File: config.mk
export PLATFORM = sky130hd
export DESIGN_NAME = snitch_clint_ctrl
export DESIGN_NICKNAME = d
export VERILOG_FILES = /design/src/rtl/snitch_clint_ctrl.sv
export SDC_FILE = /design/constraint.sdc
export NUM_CORES = 2
export LEC_CHECK = 0
export BUFFER_PORTS_ARGS = -buffer_cell sky130_fd_sc_hd__buf_2
export CAP_MARGIN = 20
export CORE_ASPECT_RATIO = 2
export CORE_MARGIN = 3
export CORE_UTILIZATION = 40
export CTS_CLUSTER_DIAMETER = 60
export CTS_CLUSTER_SIZE = 8
export DETAILED_ROUTE_END_ITERATION = 6
export PLACE_DENSITY = 0.65
export SLEW_MARGIN = 40
export SYNTH_ARGS = -nofsm -noshare
export SYNTH_HDL_FRONTEND = slang
export SYNTH_SLANG_ARGS = --single-unit
File: constraint.sdc
create_clock -name clk_i -period 44.4 [get_ports clk_i]
set_input_delay 11.1 -clock clk_i [delete_from_list [all_inputs] [get_ports clk_i]]
set_output_delay 11.1 -clock clk_i [all_outputs]
set_load 0.05 [all_outputs]
File: src/rtl/snitch_clint_ctrl.sv
// CLINT-style msip/mtip controller behind a 32-bit register request/response port.
// Optional SNITCH_CLINT_PRESCALER_EN: mtime is driven by an internal clock prescaler instead of tick_i.
module snitch_clint_ctrl #(
  parameter int unsigned NrCores       = 9,
  parameter int unsigned AddrWidth     = 16,
  parameter logic [63:0] MtimeResetVal = 64'h0
) (
  input  logic                 clk_i,
  input  logic                 rst_i,
  input  logic                 tick_i,
  input  logic                 req_valid_i,
  output logic                 req_ready_o,
  input  logic [AddrWidth-1:0] req_addr_i,
  input  logic                 req_write_i,
  input  logic [31:0]          req_wdata_i,
  input  logic [3:0]           req_wstrb_i,
  output logic                 rsp_valid_o,
  input  logic                 rsp_ready_i,
  output logic [31:0]          rsp_rdata_o,
  output logic                 rsp_error_o,
  output logic [NrCores-1:0]   msip_o,
  output logic [NrCores-1:0]   mtip_o
);

  // Handshake: a request transfers when req_valid_i && req_ready_o; the response
  // transfers when rsp_valid_o && rsp_ready_i and rsp_* hold steady until then.
  typedef enum logic {StIdle, StResp} state_e;

  localparam logic [AddrWidth-1:0] MsipEnd  = AddrWidth'(4 * NrCores);
  localparam logic [AddrWidth-1:0] CmpBase  = AddrWidth'(32'h4000);
  localparam logic [AddrWidth-1:0] CmpEnd   = AddrWidth'(32'h4000 + 8 * NrCores);
  localparam logic [AddrWidth-1:0] MtimeLo  = AddrWidth'(32'hBFF8);
  localparam logic [AddrWidth-1:0] MtimeHi  = AddrWidth'(32'hBFFC);

  state_e               state_q;
  logic [31:0]          rsp_rdata_q;
  logic                 rsp_error_q;
  logic [63:0]          mtime_q, mtime_d;
  logic [63:0]          mtimecmp_q [NrCores];
  logic [63:0]          mtimecmp_d [NrCores];
  logic [NrCores-1:0]   msip_q, msip_d, mtip_q, mtip_d;
  logic [31:0]          rdata_d;
  logic                 error_d, mtime_wr, mtime_tick, accept;
  logic [AddrWidth-1:0] addr_w, cmp_off;
  logic [4:0]           msip_idx, cmp_idx;
  logic                 unused_addr;

  function automatic logic [31:0] merge(input logic [31:0] old, input logic [31:0] wd,
                                        input logic [3:0] st);
    for (int b = 0; b < 4; b++) merge[8*b +: 8] = st[b] ? wd[8*b +: 8] : old[8*b +: 8];
  endfunction

  assign addr_w      = {req_addr_i[AddrWidth-1:2], 2'b00};
  assign unused_addr = ^req_addr_i[1:0];
  assign cmp_off     = addr_w - CmpBase;
  assign msip_idx    = addr_w[6:2];
  assign cmp_idx     = cmp_off[7:3];
  assign accept      = req_valid_i && (state_q == StIdle);

`ifdef SNITCH_CLINT_PRESCALER_EN
  localparam logic [AddrWidth-1:0] PresAddr = AddrWidth'(32'hC000);
  logic [15:0] presc_q, presc_d, divisor_q, divisor_d;
  logic        presc_wr, unused_tick;
  assign unused_tick = tick_i;
  assign mtime_tick  = (presc_q == divisor_q - 16'd1);
`else
  assign mtime_tick  = tick_i;
`endif

  always_comb begin
    mtime_d    = mtime_q;
    mtimecmp_d = mtimecmp_q;
    msip_d     = msip_q;
    rdata_d    = '0;
    error_d    = 1'b0;
    mtime_wr   = 1'b0;
`ifdef SNITCH_CLINT_PRESCALER_EN
    divisor_d  = divisor_q;
    presc_wr   = 1'b0;
`endif
    if (accept) begin
      if (addr_w < MsipEnd) begin
        for (int i = 0; i < int'(NrCores); i++) begin
          if (int'(msip_idx) == i) begin
            rdata_d = {31'b0, msip_q[i]};
            if (req_write_i && req_wstrb_i[0]) msip_d[i] = req_wdata_i[0];
          end
        end
      end else if (addr_w >= CmpBase && addr_w < CmpEnd) begin
        for (int i = 0; i < int'(NrCores); i++) begin
          if (int'(cmp_idx) == i) begin
            if (addr_w[2]) begin
              rdata_d = mtimecmp_q[i][63:32];
              if (req_write_i)
                mtimecmp_d[i][63:32] = merge(mtimecmp_q[i][63:32], req_wdata_i, req_wstrb_i);
            end else begin
              rdata_d = mtimecmp_q[i][31:0];
              if (req_write_i)
                mtimecmp_d[i][31:0] = merge(mtimecmp_q[i][31:0], req_wdata_i, req_wstrb_i);
            end
          end
        end
      end else if (addr_w == MtimeLo) begin
        rdata_d  = mtime_q[31:0];
        mtime_wr = req_write_i;
        if (req_write_i) mtime_d[31:0] = merge(mtime_q[31:0], req_wdata_i, req_wstrb_i);
      end else if (addr_w == MtimeHi) begin
        rdata_d  = mtime_q[63:32];
        mtime_wr = req_write_i;
        if (req_write_i) mtime_d[63:32] = merge(mtime_q[63:32], req_wdata_i, req_wstrb_i);
`ifdef SNITCH_CLINT_PRESCALER_EN
      end else if (addr_w == PresAddr) begin
        rdata_d = {16'b0, divisor_q};
        if (req_write_i) begin
          divisor_d = merge({16'b0, divisor_q}, req_wdata_i, req_wstrb_i) & 32'hFFFF;
          if (divisor_d == 16'd0) divisor_d = 16'd1;
          presc_wr  = 1'b1;
        end
`endif
      end else begin
        error_d = 1'b1;
      end
      if (req_write_i || error_d) rdata_d = '0;
    end
    // A register write to mtime wins over the increment in the same cycle.
    if (mtime_tick && !mtime_wr) mtime_d = mtime_q + 64'd1;
  end

  always_comb begin
    for (int i = 0; i < int'(NrCores); i++) mtip_d[i] = (mtime_d >= mtimecmp_d[i]);
`ifdef SNITCH_CLINT_PRESCALER_EN
    presc_d = (presc_wr || mtime_tick) ? 16'd0 : presc_q + 16'd1;
`endif
  end

  always_ff @(posedge clk_i or posedge rst_i) begin
    if (rst_i) begin
      mtime_q <= MtimeResetVal;
      for (int i = 0; i < int'(NrCores); i++) mtimecmp_q[i] <= '1;
      msip_q  <= '0;
      mtip_q  <= '0;
`ifdef SNITCH_CLINT_PRESCALER_EN
      presc_q   <= 16'd0;
      divisor_q <= 16'd1;
`endif
    end else begin
      mtime_q    <= mtime_d;
      mtimecmp_q <= mtimecmp_d;
      msip_q     <= msip_d;
      mtip_q     <= mtip_d;
`ifdef SNITCH_CLINT_PRESCALER_EN
      presc_q   <= presc_d;
      divisor_q <= divisor_d;
`endif
    end
  end

  always_ff @(posedge clk_i or posedge rst_i) begin
    if (rst_i) begin
      state_q     <= StIdle;
      rsp_rdata_q <= '0;
      rsp_error_q <= 1'b0;
    end else begin
      case (state_q)
        StIdle: if (req_valid_i) begin
          state_q     <= StResp;
          rsp_rdata_q <= rdata_d;
          rsp_error_q <= error_d;
        end
        StResp: if (rsp_ready_i) state_q <= StIdle;
        default: state_q <= StIdle;
      endcase
    end
  end

  assign req_ready_o = (state_q == StIdle);
  assign rsp_valid_o = (state_q == StResp);
  assign rsp_rdata_o = rsp_rdata_q;
  assign rsp_error_o = rsp_error_q;
  assign msip_o      = msip_q;
  assign mtip_o      = mtip_q;

endmodule
==> impl_metrics.ini <==
[pwr]
max-vdd-ir-drop_uv = 27.1
leakagePower_nw = 24.1
power_density_nw_per_um2 = 29.8
power_w = 0.00162

[finish]
area_growth_pct = 12.9
fillers = 11322
final_area_um2 = 54500
final_core_util_pct = 45.6
drive_above_1_share_pct = 30.1
layoutNonFillerInstCount = 6558
fin_nets = 5584

[placement]
gp_congestion = 1.03
dpl.hpwl_um = 157000
place_inst = 6392
place_area_um2 = 51600
port_buffers = 108

[floorplan]
core_um2 = 119000
ios = 111
die_y_um = 497
die_w_um = 252
start_util_pct = 40.4
dieArea_um2 = 125000
rows = 179

[timing]
slew_headroom_pct = 35.0
rsz0062_at_grt = no
period_needed_ps = 17990
report.final.slew_viol_count = 0
fin_crit_sh_pct = 40.5
timing_hold_violations_final = 0
worstMarginPinSlew_ps = 968
tns_ps = 0
setup_viol = 0
finClkSkew_ps = 31.9
fmax_ghz = 0.0556

[detailed_routing]
via_per_inst = 6.23
first_pass_iters = 6
route.final.wire_length_um = 216000
final_antenna_net_count = 0
drt-wirelength-per-cell_um = 33.0
route.detailed.drc = 0
num_vias = 40879
drt-initial-drc-count = 3463

[yosys]
syn-num-nets = 5428
ys_top_cells_by_area = dfstp_2, ha_1, mux2_2, mux2i_1, dfrtp_1
ys_async_sr_fraction_pct = 100
synth_edf_count = 0
synth_cell_type_count = 75
yosysMostFrequentCell = inv_1
netlist.area_leader.share_pct = 31.4
synthesis.area_um2 = 48200
syn_inst = 4802
ys.flop_type = dfstp_2
synth_common_cells = inv_1, dfstp_2, ha_1, mux2_2, mux2i_1
synth_seq_cells = 692
yosysTopAreaCell = dfstp_2
synth_area_per_cell_um2 = 10.0
seq_area_frac_synth_pct = 37.4
yosysWarningCount = 0

[grt]
grt_pass1_wl_um = 303000
grt_max_degree = 141
first_global_vias = 41719
use_met3_pct = 5.80
grt_use_met1_pct = 35.4
grt_overflow = 0
grtUsageMet2_pct = 58.0
grt_usage_pct = 34.4
grt_antenna_before_repair = 15
grt-busiest-layer = met2

[worst_hold_path]
hold_class = reg -> reg

[worst_setup_path]
required_ps = 45000
reg2reg_slack_ps = 36950
cp_max_fo = 35
setup.worst_path.class = in -> reg
end_kind = register
cp_data_arrival_time_ps = 18590
startpoint_type = input pin

[clocking]
h-tree-depth = 3
numCtsBuffers = 96
cts_tree = done
cts.path.max_buffers = 3
clk_latency_ps = 710
cts.repair.resized = 0
clkSinkCount = 692
root_buffer = clkbuf_16
hold_buffers = 0
clk_pin_slew_ps = 50
post-cts-setup-buffer-count = 0

[run_status]
status = completed

[flow_run]
maxCapViolCount = 0
kinds of logic after synthesis:
logic type      after synthesis  synth area share [%]
simple gates                900                  9.34
buf+inv                     806                  6.32
mux                         797                  18.1
compound gates             1039                  14.1
flops                       692                  37.4
fa+ha+maj                   568                  14.7
final timing paths:
kind	startpoint	endpoint	cells after the start
setup reg to reg	mtime_q[20]$_DFF_PP0_	mtip_o[3]$_DFF_PP0_	18
min in group asynchronous	rst_i	mtimecmp_q[270]$_DFF_PP1_	2
hold / removal	rsp_rdata_o[7]$_DFFE_PP0P_	rsp_rdata_o[7]$_DFFE_PP0P_	2
hold reg to reg	rsp_rdata_o[7]$_DFFE_PP0P_	rsp_rdata_o[7]$_DFFE_PP0P_	2
setup / recovery	req_addr_i[4]	mtip_o[3]$_DFF_PP0_	20
max in group asynchronous	rst_i	mtimecmp_q[91]$_DFF_PP1_	5
cell usage in the layout, fill, tap and decap left out, drive strengths merged, types with 154 or more instances in the layout:
master and instances:
nor2 187, mux2 429, ha 568, nand2 258, buf 267, dfstp 576, a21oi 304, inv 599
mux2i 350, o21ai 176, a21o 154
registers in the layout, indices dropped and copies added (netlist names):
signal and cells:
rsp_rdata_o 32, mtip_o 9, msip_o 9, mtime_q 64, rsp_valid_o 1, mtimecmp_q 576
rsp_error_o 1
metal layers:
metal / routed length (µm) / vias up
met5: 22 / -
met4: 27300 / 4
met3: 14000 / 822
met2: 104000 / 1964
met1: 71400 / 20389
li1: - / 17700
layout make-up:
cell class / instances / area, µm² / area share (%)
timing repair buffer: 268 / 1870 / 3.44
multi-input combinational: 3304 / 27700 / 50.8
clock inverter: 6 / 78.8 / 0.145
inverter: 596 / 2250 / 4.13
antenna: 18 / 45.0 / 0.0827
tap: 1538 / 1920 / 3.53
clock buffer: 136 / 2590 / 4.76
sequential: 692 / 18000 / 33.1
stage by stage:
stage	hold WS [ps]	worst slack (ps)
floorplan	448	14850
global placement	448	25510
detailed placement	465	25630
CTS	475	26330
global route	502	26260
finish	468	26410
report_power, final:
part / switching [W] / total, W / internal, W
combinational: 0.000188 / 0.000271 / 0.0000836
clock: 0.000301 / 0.000701 / 0.000400
sequential: 0.00000831 / 0.000648 / 0.000640
worst max-delay path, stage by stage:
cell and delay [ps]:
buf_2 70, buf_4 580, o31ai_1 280, a41oi_1 790, and4_1 570, nand3_1 370, nor2_1 520, nor3_1 120
a211oi_2 210, buf_4 290, ha_1 210, nand4_1 320, buf_4 320, nor4_1 660, nand2_1 610, nor3_1 640
and4_1 360, o311ai_1 130, nand4_1 100, or4_1 210
Power figures use the tool's default switching activity.
